<file path="config.mk">
export PLATFORM = sky130hd
export DESIGN_NAME = mem_port_arbiter
export DESIGN_NICKNAME = d
export VERILOG_FILES = /design/src/rtl/mem_arb_pkg.sv /design/src/rtl/mem_arb_rr_pick.sv /design/src/rtl/mem_port_arbiter.sv
export SDC_FILE = /design/constraint.sdc
export NUM_CORES = 1
export LEC_CHECK = 0
export CAP_MARGIN = 30
export CORE_ASPECT_RATIO = 0.75
export CORE_UTILIZATION = 40
export CTS_BUF_LIST = sky130_fd_sc_hd__clkbuf_8 sky130_fd_sc_hd__clkbuf_16
export CTS_CLUSTER_DIAMETER = 120
export DETAILED_ROUTE_END_ITERATION = 10
export GPL_TIMING_DRIVEN = 0
export HOLD_SLACK_MARGIN = 0.12
export PLACE_DENSITY_LB_ADDON = 0.25
export SETUP_SLACK_MARGIN = 0.1
export SLEW_MARGIN = 30
export SYNTH_ARGS = -nofsm -noshare
export SYNTH_HDL_FRONTEND = slang
export SYNTH_SLANG_ARGS = --single-unit
</file>
<file path="constraint.sdc">
create_clock -name CLK -period 3.92 [get_ports CLK]
set_input_delay 0.588 -clock CLK [delete_from_list [all_inputs] [get_ports CLK]]
set_output_delay 0.588 -clock CLK [all_outputs]
set_load 0.02 [all_outputs]
</file>
<file path="src/rtl/mem_arb_pkg.sv">
`default_nettype none
// ============================================================================
// Module   : mem_arb_pkg
// Purpose  : Shared types and constants for the two-requester memory port
//            arbiter (FSM state encoding, owner ids, latency counter sizing).
// Ports    : none (package)
// Revision : 1.0 - initial release
// ============================================================================
package mem_arb_pkg;

  typedef enum logic [1:0] {
    IDLE  = 2'd0,
    ISSUE = 2'd1,
    WAIT  = 2'd2,
    DONE  = 2'd3
  } arb_state_t;

  localparam logic OWN_CPU  = 1'b0;
  localparam logic OWN_HOST = 1'b1;

  localparam int MEM_LAT_MAX = 4;
  localparam int LAT_CW      = $clog2(MEM_LAT_MAX + 1);

endpackage : mem_arb_pkg
`default_nettype wire

</file>
<file path="src/rtl/mem_arb_rr_pick.sv">
`default_nettype none
// ============================================================================
// Module   : mem_arb_rr_pick
// Purpose  : Combinational two-way round-robin pick. A lone requester wins
//            outright; on a tie the requester that was not granted last wins.
// Ports    : cpu_req, host_req  - request levels
//            last_grant         - owner id of the previous grant
//            gnt_valid          - at least one request present
//            gnt_id             - winning owner id (OWN_CPU / OWN_HOST)
// Revision : 1.0 - initial release
// ============================================================================
module mem_arb_rr_pick
  import mem_arb_pkg::*;
(
  input  logic cpu_req,
  input  logic host_req,
  input  logic last_grant,
  output logic gnt_valid,
  output logic gnt_id
);

  always_comb begin
    gnt_valid = cpu_req | host_req;
    gnt_id    = OWN_CPU;
    if (cpu_req && host_req) begin
      gnt_id = ~last_grant;
    end else if (host_req) begin
      gnt_id = OWN_HOST;
    end
  end

endmodule : mem_arb_rr_pick
`default_nettype wire

</file>
<file path="src/rtl/mem_port_arbiter.sv">
`default_nettype none
// ============================================================================
// Module   : mem_port_arbiter
// Purpose  : Shares one single-port memory between the CPU (owner 0) and the
//            host loader (owner 1). Each access runs IDLE -> ISSUE -> WAIT ->
//            DONE with a fixed read latency of MEM_LAT cycles; writes skip WAIT.
// Ports    : CLK, Reset (sync, active-high)
//            cpu_*  : req/we/addr/wdata in, rdata/done out
//            host_* : req/we/addr/wdata in, rdata/done out
//            mem_*  : en/we/addr/wdata out, rdata in
//            busy   : high outside IDLE
//            cpu_wait_cnt (only with ARB_PERF_CNT_EN): saturating count of
//            cycles the CPU requested while the host held the port
// Config   : ARB_PERF_CNT_EN - enables the cpu_wait_cnt output and counter
// Revision : 1.0 - initial release
// ============================================================================
module mem_port_arbiter
  import mem_arb_pkg::*;
#(
  parameter int MEM_LAT = 1,
  parameter int AW      = 16,
  parameter int DW      = 16
) (
  input  logic          CLK,
  input  logic          Reset,
  input  logic          cpu_req,
  input  logic          cpu_we,
  input  logic [AW-1:0] cpu_addr,
  input  logic [DW-1:0] cpu_wdata,
  output logic [DW-1:0] cpu_rdata,
  output logic          cpu_done,
  input  logic          host_req,
  input  logic          host_we,
  input  logic [AW-1:0] host_addr,
  input  logic [DW-1:0] host_wdata,
  output logic [DW-1:0] host_rdata,
  output logic          host_done,
  output logic          mem_en,
  output logic          mem_we,
  output logic [AW-1:0] mem_addr,
  output logic [DW-1:0] mem_wdata,
  input  logic [DW-1:0] mem_rdata,
`ifdef ARB_PERF_CNT_EN
  output logic [15:0]   cpu_wait_cnt,
`endif
  output logic          busy
);

  generate
    if (MEM_LAT < 1 || MEM_LAT > MEM_LAT_MAX) begin : g_bad_mem_lat
      $error("mem_port_arbiter: MEM_LAT out of range 1..4");
    end
  endgenerate

  arb_state_t        state, state_nxt;
  logic [LAT_CW-1:0] lat_cnt, lat_cnt_nxt;
  logic              last_grant;
  logic              owner;
  logic              lat_we;
  logic [AW-1:0]     lat_addr;
  logic [DW-1:0]     lat_wdata;
  logic              gnt_valid;
  logic              gnt_id;
  logic              grant;
  logic              capture;

  mem_arb_rr_pick u_pick (
    .cpu_req    (cpu_req),
    .host_req   (host_req),
    .last_grant (last_grant),
    .gnt_valid  (gnt_valid),
    .gnt_id     (gnt_id)
  );

  // Requests are only looked at in IDLE, so anything the requesters do
  // after the grant cannot disturb the access in flight.
  assign grant   = (state == IDLE) && gnt_valid;
  // Read data is valid in the last WAIT cycle (lat_cnt == 1).
  assign capture = (state == WAIT) && (lat_cnt == LAT_CW'(1));

  always_comb begin
    state_nxt   = state;
    lat_cnt_nxt = lat_cnt;
    case (state)
      IDLE: begin
        if (gnt_valid) state_nxt = ISSUE;
      end
      ISSUE: begin
        if (lat_we) begin
          state_nxt = DONE;
        end else begin
          lat_cnt_nxt = LAT_CW'(MEM_LAT);
          state_nxt   = WAIT;
        end
      end
      WAIT: begin
        lat_cnt_nxt = lat_cnt - LAT_CW'(1);
        if (lat_cnt == LAT_CW'(1)) state_nxt = DONE;
      end
      DONE: begin
        state_nxt = IDLE;
      end
      default: begin
        state_nxt = IDLE;
      end
    endcase
  end

  always_ff @(posedge CLK) begin
    if (Reset) begin
      state      <= IDLE;
      lat_cnt    <= '0;
      last_grant <= OWN_HOST;   // CPU wins the first tie
      owner      <= OWN_CPU;
      lat_we     <= 1'b0;
      lat_addr   <= '0;
      lat_wdata  <= '0;
      cpu_rdata  <= '0;
      host_rdata <= '0;
    end else begin
      state   <= state_nxt;
      lat_cnt <= lat_cnt_nxt;
      if (grant) begin
        last_grant <= gnt_id;
        owner      <= gnt_id;
        lat_we     <= (gnt_id == OWN_HOST) ? host_we    : cpu_we;
        lat_addr   <= (gnt_id == OWN_HOST) ? host_addr  : cpu_addr;
        lat_wdata  <= (gnt_id == OWN_HOST) ? host_wdata : cpu_wdata;
      end
      if (capture) begin
        if (owner == OWN_HOST) host_rdata <= mem_rdata;
        else                   cpu_rdata  <= mem_rdata;
      end
    end
  end

  assign mem_en    = (state == ISSUE);
  assign mem_we    = mem_en & lat_we;
  assign mem_addr  = lat_addr;
  assign mem_wdata = lat_wdata;
  assign cpu_done  = (state == DONE) && (owner == OWN_CPU);
  assign host_done = (state == DONE) && (owner == OWN_HOST);
  assign busy      = (state != IDLE);

`ifdef ARB_PERF_CNT_EN
  // CPU is waiting when it requests in an IDLE cycle the host wins, or in
  // any cycle of an access the host owns.
  logic cpu_waiting;
  assign cpu_waiting = cpu_req &&
                       ((grant && (gnt_id == OWN_HOST)) ||
                        ((state != IDLE) && (owner == OWN_HOST)));

  always_ff @(posedge CLK) begin
    if (Reset) begin
      cpu_wait_cnt <= '0;
    end else if (cpu_waiting && (cpu_wait_cnt != 16'hFFFF)) begin
      cpu_wait_cnt <= cpu_wait_cnt + 16'd1;
    end
  end
`else
  // Performance counter not built.
`endif

endmodule : mem_port_arbiter
`default_nettype wire

</file>
## After elaboration in Yosys (flattened, before gate mapping)

Cells that the tools add are included.

- Add/sub/neg operators: 1
- Equal/unequal tests: 7
- Mux-type cells: 11
- Bitwise gates (word level): 4
- Reductions and logical operators: 12

Operators with widths:

| operator | count |
|---|---|
| 16-bit two-way mux | 2 |
| 2-bit one-hot mux with 4 select lines | 1 |
| 2-bit AND reduction | 4 |
| 3-bit one-hot mux with 2 select lines | 1 |
| 1-bit logical AND | 5 |
| 2-bit equality test (second input constant) | 2 |
| 1-bit two-way mux | 4 |
| 2-bit two-way mux | 2 |
| 2-bit inequality test (second input constant) | 2 |
| 2-bit nonzero test | 2 |
| 3-bit by 1-bit equality test with 1-bit output (second input constant) | 1 |
| 3-bit two-way mux | 1 |
| 3-bit by 1-bit subtractor with 3-bit output (second input constant) | 1 |
| 2-bit by 1-bit equality test with 1-bit output (second input constant) | 1 |
| 2-bit zero test | 1 |
| 2-bit by 1-bit inequality test with 1-bit output (second input constant) | 1 |
| 1-bit inverter | 2 |
| 1-bit bitwise AND | 1 |
| 1-bit bitwise OR | 1 |

- Register bits: 72
- Input bits: 86
- Output and inout bits: 69
- Logic and storage cells: 44

## Depth between registers and ports, before layout

Gate-level depths: netlist of the first run.

- Word-level depth: 3
- Mapped depth: 7
- Gate-level depth less buffers: 5

## Hierarchy

A second synthesis of the first run with hierarchy kept.

- Cells, all modules: 348
- Area total of the unflattened synthesis: 3290.7 um^2

Modules (own cells, without submodules):

| module | instances | cells each | area each (um^2) | sequential area each (um^2) |
|---|---|---|---|---|
| mem_port_arbiter | 1 | 346 | 3276.9 | 1441.4 |
| mem_arb_rr_pick | 1 | 2 | 13.8 | 0.0 |

## Least setup slack after synthesis of the first run

Ideal clock, no wire load.

- Kind: register -> output
- Start: reg state[1]
- End: out mem_we
- Arrival: 1019 ps
- Data required time: 3332 ps
- Setup slack: 2313 ps
- Cell stages (with the launch flop): 5
- Buffers on the path: 0
- Path through: dfxtp_1 -> inv_1 -> ha_1 -> nand2_1 -> inv_1

- Longest elaborated chain between the ends: 2

Ends and longest elaborated chain:

| what | RTL line | text |
|---|---|---|
| start, declared | mem_port_arbiter.sv:55 | `arb_state_t state, state_nxt;` |
| start signal, assigned | mem_port_arbiter.sv:121 | `state <= state_nxt;` |
| 2-bit by 1-bit equality test with 1-bit output | mem_port_arbiter.sv:137 | `assign mem_en = (state == ISSUE);` |
| via mem_en | mem_port_arbiter.sv:38 | `output logic mem_en,` |
| 1-bit bitwise AND | mem_port_arbiter.sv:138 | `assign mem_we = mem_en & lat_we;` |
| end, declared | mem_port_arbiter.sv:39 | `output logic mem_we,` |

The timed path passes the listed nets, and every way through them passes these cells.

## Worst setup path after layout of the first run

- Start: reg state[1]
- End: out busy

- Longest elaborated chain between the ends: 1

Ends and longest elaborated chain:

| what | RTL line | text |
|---|---|---|
| 2-bit nonzero test | mem_port_arbiter.sv:143 | `assign busy = (state != IDLE);` |
| end, declared | mem_port_arbiter.sv:46 | `output logic busy` |

Every way passes these cells.

==> results.json, run 1 <==
{
  "grt_usage": 0.2395,
  "max_cap_viol_count": 0,
  "dpl.hpwl_um": 7026,
  "startpoint_type": "register",
  "die_y_um": 77.51,
  "clk_latency_ns": 0.35,
  "peakVddDrop_mv": 0.3260,
  "grt_pass1_wl_um": 14750,
  "first_iter_violations": 107,
  "yosys-top-cells-area": "dfxtp_1 47%, a21oi_1 16%, nand2_1 12%",
  "path_max_fanout": 8,
  "post-cts-setup-buffers": 0,
  "worst_pin_slew_ns": 0.4723,
  "grt_max_degree": 14,
  "setup_tns_ns": 0,
  "die-width_um": 102.7,
  "cts_buffers": 9,
  "cts_resized": 0,
  "cts_tree": "done",
  "numPortBuffers": 152,
  "arrival_ns": 1.92,
  "drive_gt1_frac": 0.07776,
  "synth.mux.area_fraction": 0.003292,
  "routedWlPerCell_um": 14.35,
  "cts_hold_buf": 0,
  "synth_area_leader_cell": "dfxtp_1",
  "final_common_cell": "clkdlybuf4s50_1",
  "drt_wl_total_um": 9384,
  "synth_ff_type": "dfxtp_1",
  "dieArea_mm2": 0.007957,
  "max_freq_mhz": 398.5,
  "initial_core_util": 0.4128,
  "synth_edf_count": 0,
  "critPathCaptureType": "output pin",
  "yosysSeqAreaShare": 0.4741,
  "p_leak_uw": 0.001879,
  "cts.sinks": 72,
  "clk_pin_slew_worst_paths_ns": 0.08,
  "synthCells": 385,
  "syn_avg_cell_area_um2": 7.897,
  "drv_slew": 0,
  "h-tree-depth": 3,
  "cts.root.buffer_cell": "clkbuf_8",
  "rsz0062_at_grt": "no",
  "syn_to_final_growth_pct": 62.51,
  "final_cell_mix": "152 x clkdlybuf4s50_1, 101 x nand2_1, 100 x a21oi_1",
  "num_rows": 27,
  "finalNetCount": 642,
  "synth_area_mm2": 0.003040,
  "max_slew_margin": 0.6851,
  "synth_xor_area_frac": 0,
  "ys_warn_count": 0,
  "dpl.cell_count": 638,
  "ant_nets": 0,
  "yosys.area_share.simple": 0.1626,
  "antenna_found_initial": 0,
  "finalNonFillerCells": 654,
  "clock_skew_ns": 0.008716,
  "criticalPathCategory": "reg -> out",
  "status": "complete, no violations",
  "synth_fp_nets": 479,
  "hold_viol_final": 0,
  "cellPowerDensity_mw_per_mm2": 583.5,
  "hold_class": "reg -> reg",
  "period_share": 0.6402,
  "yosys_register_bits": 72,
  "fin_crit_ns": 2.510,
  "via_per_inst": 4.937,
  "grt_pass1_vias": 3148,
  "routed-via-count": 3229,
  "finalSetupViolCount": 0,
  "total_power_uw": 2883,
  "dr.pass1.iters": 5,
  "drc": 0,
  "required_ns": 3.33,
  "diodes": 0,
  "grt_overflow": 0,
  "pin_count": 155,
  "synth_top_family_by_area": "compound AO/OA/AOI/OAI gates",
  "async_flop_share": 0,
  "netlist.area_leader.share": 0.4741,
  "synth.distinct_cells": 36,
  "gp_congestion": 0.7888,
  "core_area_mm2": 0.007365,
  "synth-adder-area-share": 0.03292,
  "synth-compound-area-share": 0.2621,
  "clockBufferDepth": 2
}
## state kept, by name, indices dropped and copies added (netlist names)
signal      cells
mem_wdata      16
last_grant      1
owner           1
host_rdata     16
lat_we          1
mem_addr       16
lat_cnt         3
cpu_rdata      16
state           2
## cells in the mapped netlist (2+ instances only)
cell type / count
a21oi_1: 100
buf_2: 15
buf_4: 2
buf_6: 3
clkbuf_1: 8
clkbuf_2: 2
dfxtp_1: 72
ha_1: 8
inv_1: 9
nand2_1: 101
nand2b_1: 4
nand3_1: 2
nor2_1: 3
o21ai_0: 34
## through the flow
step | util | instance area, um^2 | setup WS [ns] | hold slack [ns]
CTS | 0.6709 | 4941 | 1.409 | 0.4566
detailed placement | 0.6366 | 4688 | 1.788 | 0.4467
global placement | 0.6366 | 4688 | 1.823 | 0.4414
global route | 0.6709 | 4941 | 1.292 | 0.4808
floorplan | - | 3040 | 2.313 | 0.4435
finish | 0.6709 | 4941 | 1.411 | 0.4565
## final timing paths
kind	cells after the start	slack, ns	start	endpoint
min reg2reg	2	0.46	cpu_rdata[9]	cpu_rdata[9]
max	5	1.41	state[1]	busy
min	2	0.46	cpu_rdata[9]	cpu_rdata[9]
max reg2reg	7	2.13	state[0]	mem_wdata[14]
## cells by family (layout without fill, tap and decap cells)
| group | after synthesis | after routing |
|---|---|---|
| fa+ha+maj | 8 | 8 |
| mux | 1 | 1 |
| buf+inv | 39 | 207 |
| compound gates | 147 | 147 |
| flops | 72 | 72 |
| simple gates | 118 | 118 |
## power by group
part	leakage, uW	switching, uW	internal (uW)
combinational	0.00117	620	527
clock	0.000123	294	443
sequential	0.000589	104	895
## worst max-delay path, cell delays in order (launching register included)
cell             delay (ns)
dfxtp_1                0.44
inv_1                  0.12
ha_1                   0.18
buf_2                  0.17
inv_1                  0.06
clkdlybuf4s50_1        0.59
## routing by layer
metal | routed length (um) | vias up | track usage
li1 | - | 1630 | -
met5 | 0 | - | 0
met4 | 158 | 0 | 0.06286
met1 | 4033 | 1483 | 0.2827
met3 | 766 | 15 | 0.09820
met2 | 4426 | 101 | 0.3980
## area by class of cell
type	instances	area, um^2
clock buffers	10	137.6
plain buffers	30	163.9
fillers	652	2424
well taps	101	126.4
repair buffers	152	1521
inverters	9	33.78
multi-input cells	274	1401
clock inverters	6	115.1
flip-flops and latches	72	1441
No activity file was read; power rests on OpenSTA's default activity.
==> run 2: changes to the inputs <==
Settings changed: CORE_UTILIZATION 40 to 36.
Clock period 3.92 ns to 2.18 ns, I/O delays scaled along.
==> run 2 against run 1 <==
Power grew 75%. Global-route usage down 2.2 points. Register-to-register slack lost 1.8 ns. Largest power group unchanged. Non-clock buffer count is the same. Die area rose by 11%. Cell area shrank 0.28%. Flip-flop and latch count did not move. First-iteration DRC count rose by 10%. Sequential power rose by 79%.
==> results.json, run 2 (synthesis gave the netlist of run 1 again) <==
{
  "status": "complete, no violations",
  "grt_overflow": 0,
  "grt_pass1_vias": 3248,
  "dp_slack_ns": 0.2896,
  "routedWlPerCell_um": 14.35,
  "syn_to_final_growth_pct": 62.06,
  "criticalPathCategory": "reg -> out",
  "drc": 0,
  "dpl.hpwl_um": 7038,
  "numPortBuffers": 152,
  "grt_max_degree": 14,
  "startpoint_type": "register",
  "cellPowerDensity_mw_per_mm2": 1024,
  "grt_usage": 0.2180,
  "die-width_um": 108.1,
  "worst_hold_slack_ns": 0.2944,
  "first_iter_violations": 118,
  "drv_slew": 0,
  "critPathCaptureType": "output pin",
  "max_freq_mhz": 506.4,
  "clk_pin_slew_worst_paths_ns": 0.08,
  "critical-path-top-delay-family": "buffers and inverters",
  "clockBufferDepth": 2,
  "cts.sinks": 72,
  "grt_pass1_wl_um": 14860,
  "diodes": 0,
  "wl_met3_um": 687,
  "die_y_um": 81.59,
  "routed-via-count": 3272,
  "antenna_found_initial": 0,
  "cts_buffers": 9,
  "clock_skew_ns": 0.009119,
  "cts_tree": "done",
  "required_ns": 1.85,
  "drt_wl_total_um": 9440,
  "max_cap_viol_count": 0,
  "max_slew_margin": 0.6584,
  "initial_core_util": 0.3790,
  "path_max_fanout": 6,
  "peakVddDrop_mv": 0.5849,
  "core_area_mm2": 0.008023,
  "wl_met1_um": 4051,
  "pin_count": 155,
  "wl_met2_um": 4600,
  "dieArea_mm2": 0.008821,
  "dpl_cell_area_mm2": 0.004693,
  "rsz0062_at_grt": "no",
  "worst-path-buf-inv": 2,
  "gp_congestion": 0.7989,
  "finalSetupViolCount": 0,
  "fin_ws_ns": 0.2054,
  "final_cell_mix": "149 x clkdlybuf4s50_1, 101 x nand2_1, 100 x a21oi_1",
  "drive_gt1_frac": 0.08318,
  "ant_nets": 0,
  "dr.pass1.iters": 4,
  "period_share": 0.9058,
  "clk_latency_ns": 0.35,
  "final_cell_area_mm2": 0.004927,
  "topRoutingLayerUsed": "met4",
  "p_leak_uw": 0.001892,
  "finalNonFillerCells": 658,
  "fin_crit_ns": 1.975,
  "slowest_stage": "clkdlybuf4s50_1",
  "hold_class": "in -> reg",
  "setup_tns_ns": 0,
  "cts.root.buffer_cell": "clkbuf_8",
  "cp_cell_sequence": "inv_1, ha_2, clkdlybuf4s50_1",
  "via_per_inst": 4.973,
  "worst_pin_slew_ns": 0.5124,
  "h-tree-depth": 3,
  "arrival_ns": 1.65,
  "hold_viol_final": 0,
  "final_common_cell": "clkdlybuf4s50_1",
  "max_stage_delay_ns": 0.61,
  "dpl.cell_count": 642,
  "finalNetCount": 642,
  "num_rows": 28
}
-- run 2: worst paths after layout --
path | from | endpoint | slack [ns] | depth (start not counted)
worst max register to register | state[0] | mem_addr[15] | 0.38 | 7
worst min-delay path | Reset | cpu_rdata[9] | 0.29 | 2
worst min register to register | cpu_rdata[9] | cpu_rdata[9] | 0.46 | 2
worst max-delay path | state[1] | mem_en | 0.21 | 3
-- run 2: routing by layer --
layer  vias to the layer above  track usage
met5                         -            0
met4                         0      0.07260
met3                        12      0.07778
met2                        99       0.3879
met1                      1533       0.2435
li1                       1628            -
-- run 2: where the power goes --
| group | switching [uW] | total [uW] | leakage [uW] | internal [uW] |
|---|---|---|---|---|
| logic | 1110 | 2050 | 0.00119 | 942 |
| clock network | 520 | 1200 | 0.000113 | 682 |
| registers | 178 | 1790 | 0.000590 | 1610 |
| total | 1810 | 5050 | 0.00189 | 3240 |
-- run 2: layout make-up --
class / count / area (um^2)
clock inverters: 6 / 90.09
multi-input cells: 274 / 1404
clock buffers: 10 / 137.6
plain buffers: 30 / 163.9
fillers: 732 / 3095
repair buffers: 152 / 1523
inverters: 9 / 33.78
flip-flops and latches: 72 / 1444
well taps: 105 / 131.4
-- run 2: per-stage QoR --
step / util / power, uW
floorplan: - / 2911
global placement: 0.5850 / 3818
detailed placement: 0.5850 / 3857
CTS: 0.6134 / 5075
global route: 0.6142 / 5326
finish: 0.6142 / 5046
-- run 2: timing repair --
action                     in CTS  in global routing
setup buffers                   0                  0
resized for setup               3                  4
setup endpoints to repair       2                  4
hold buffers                    0                  0
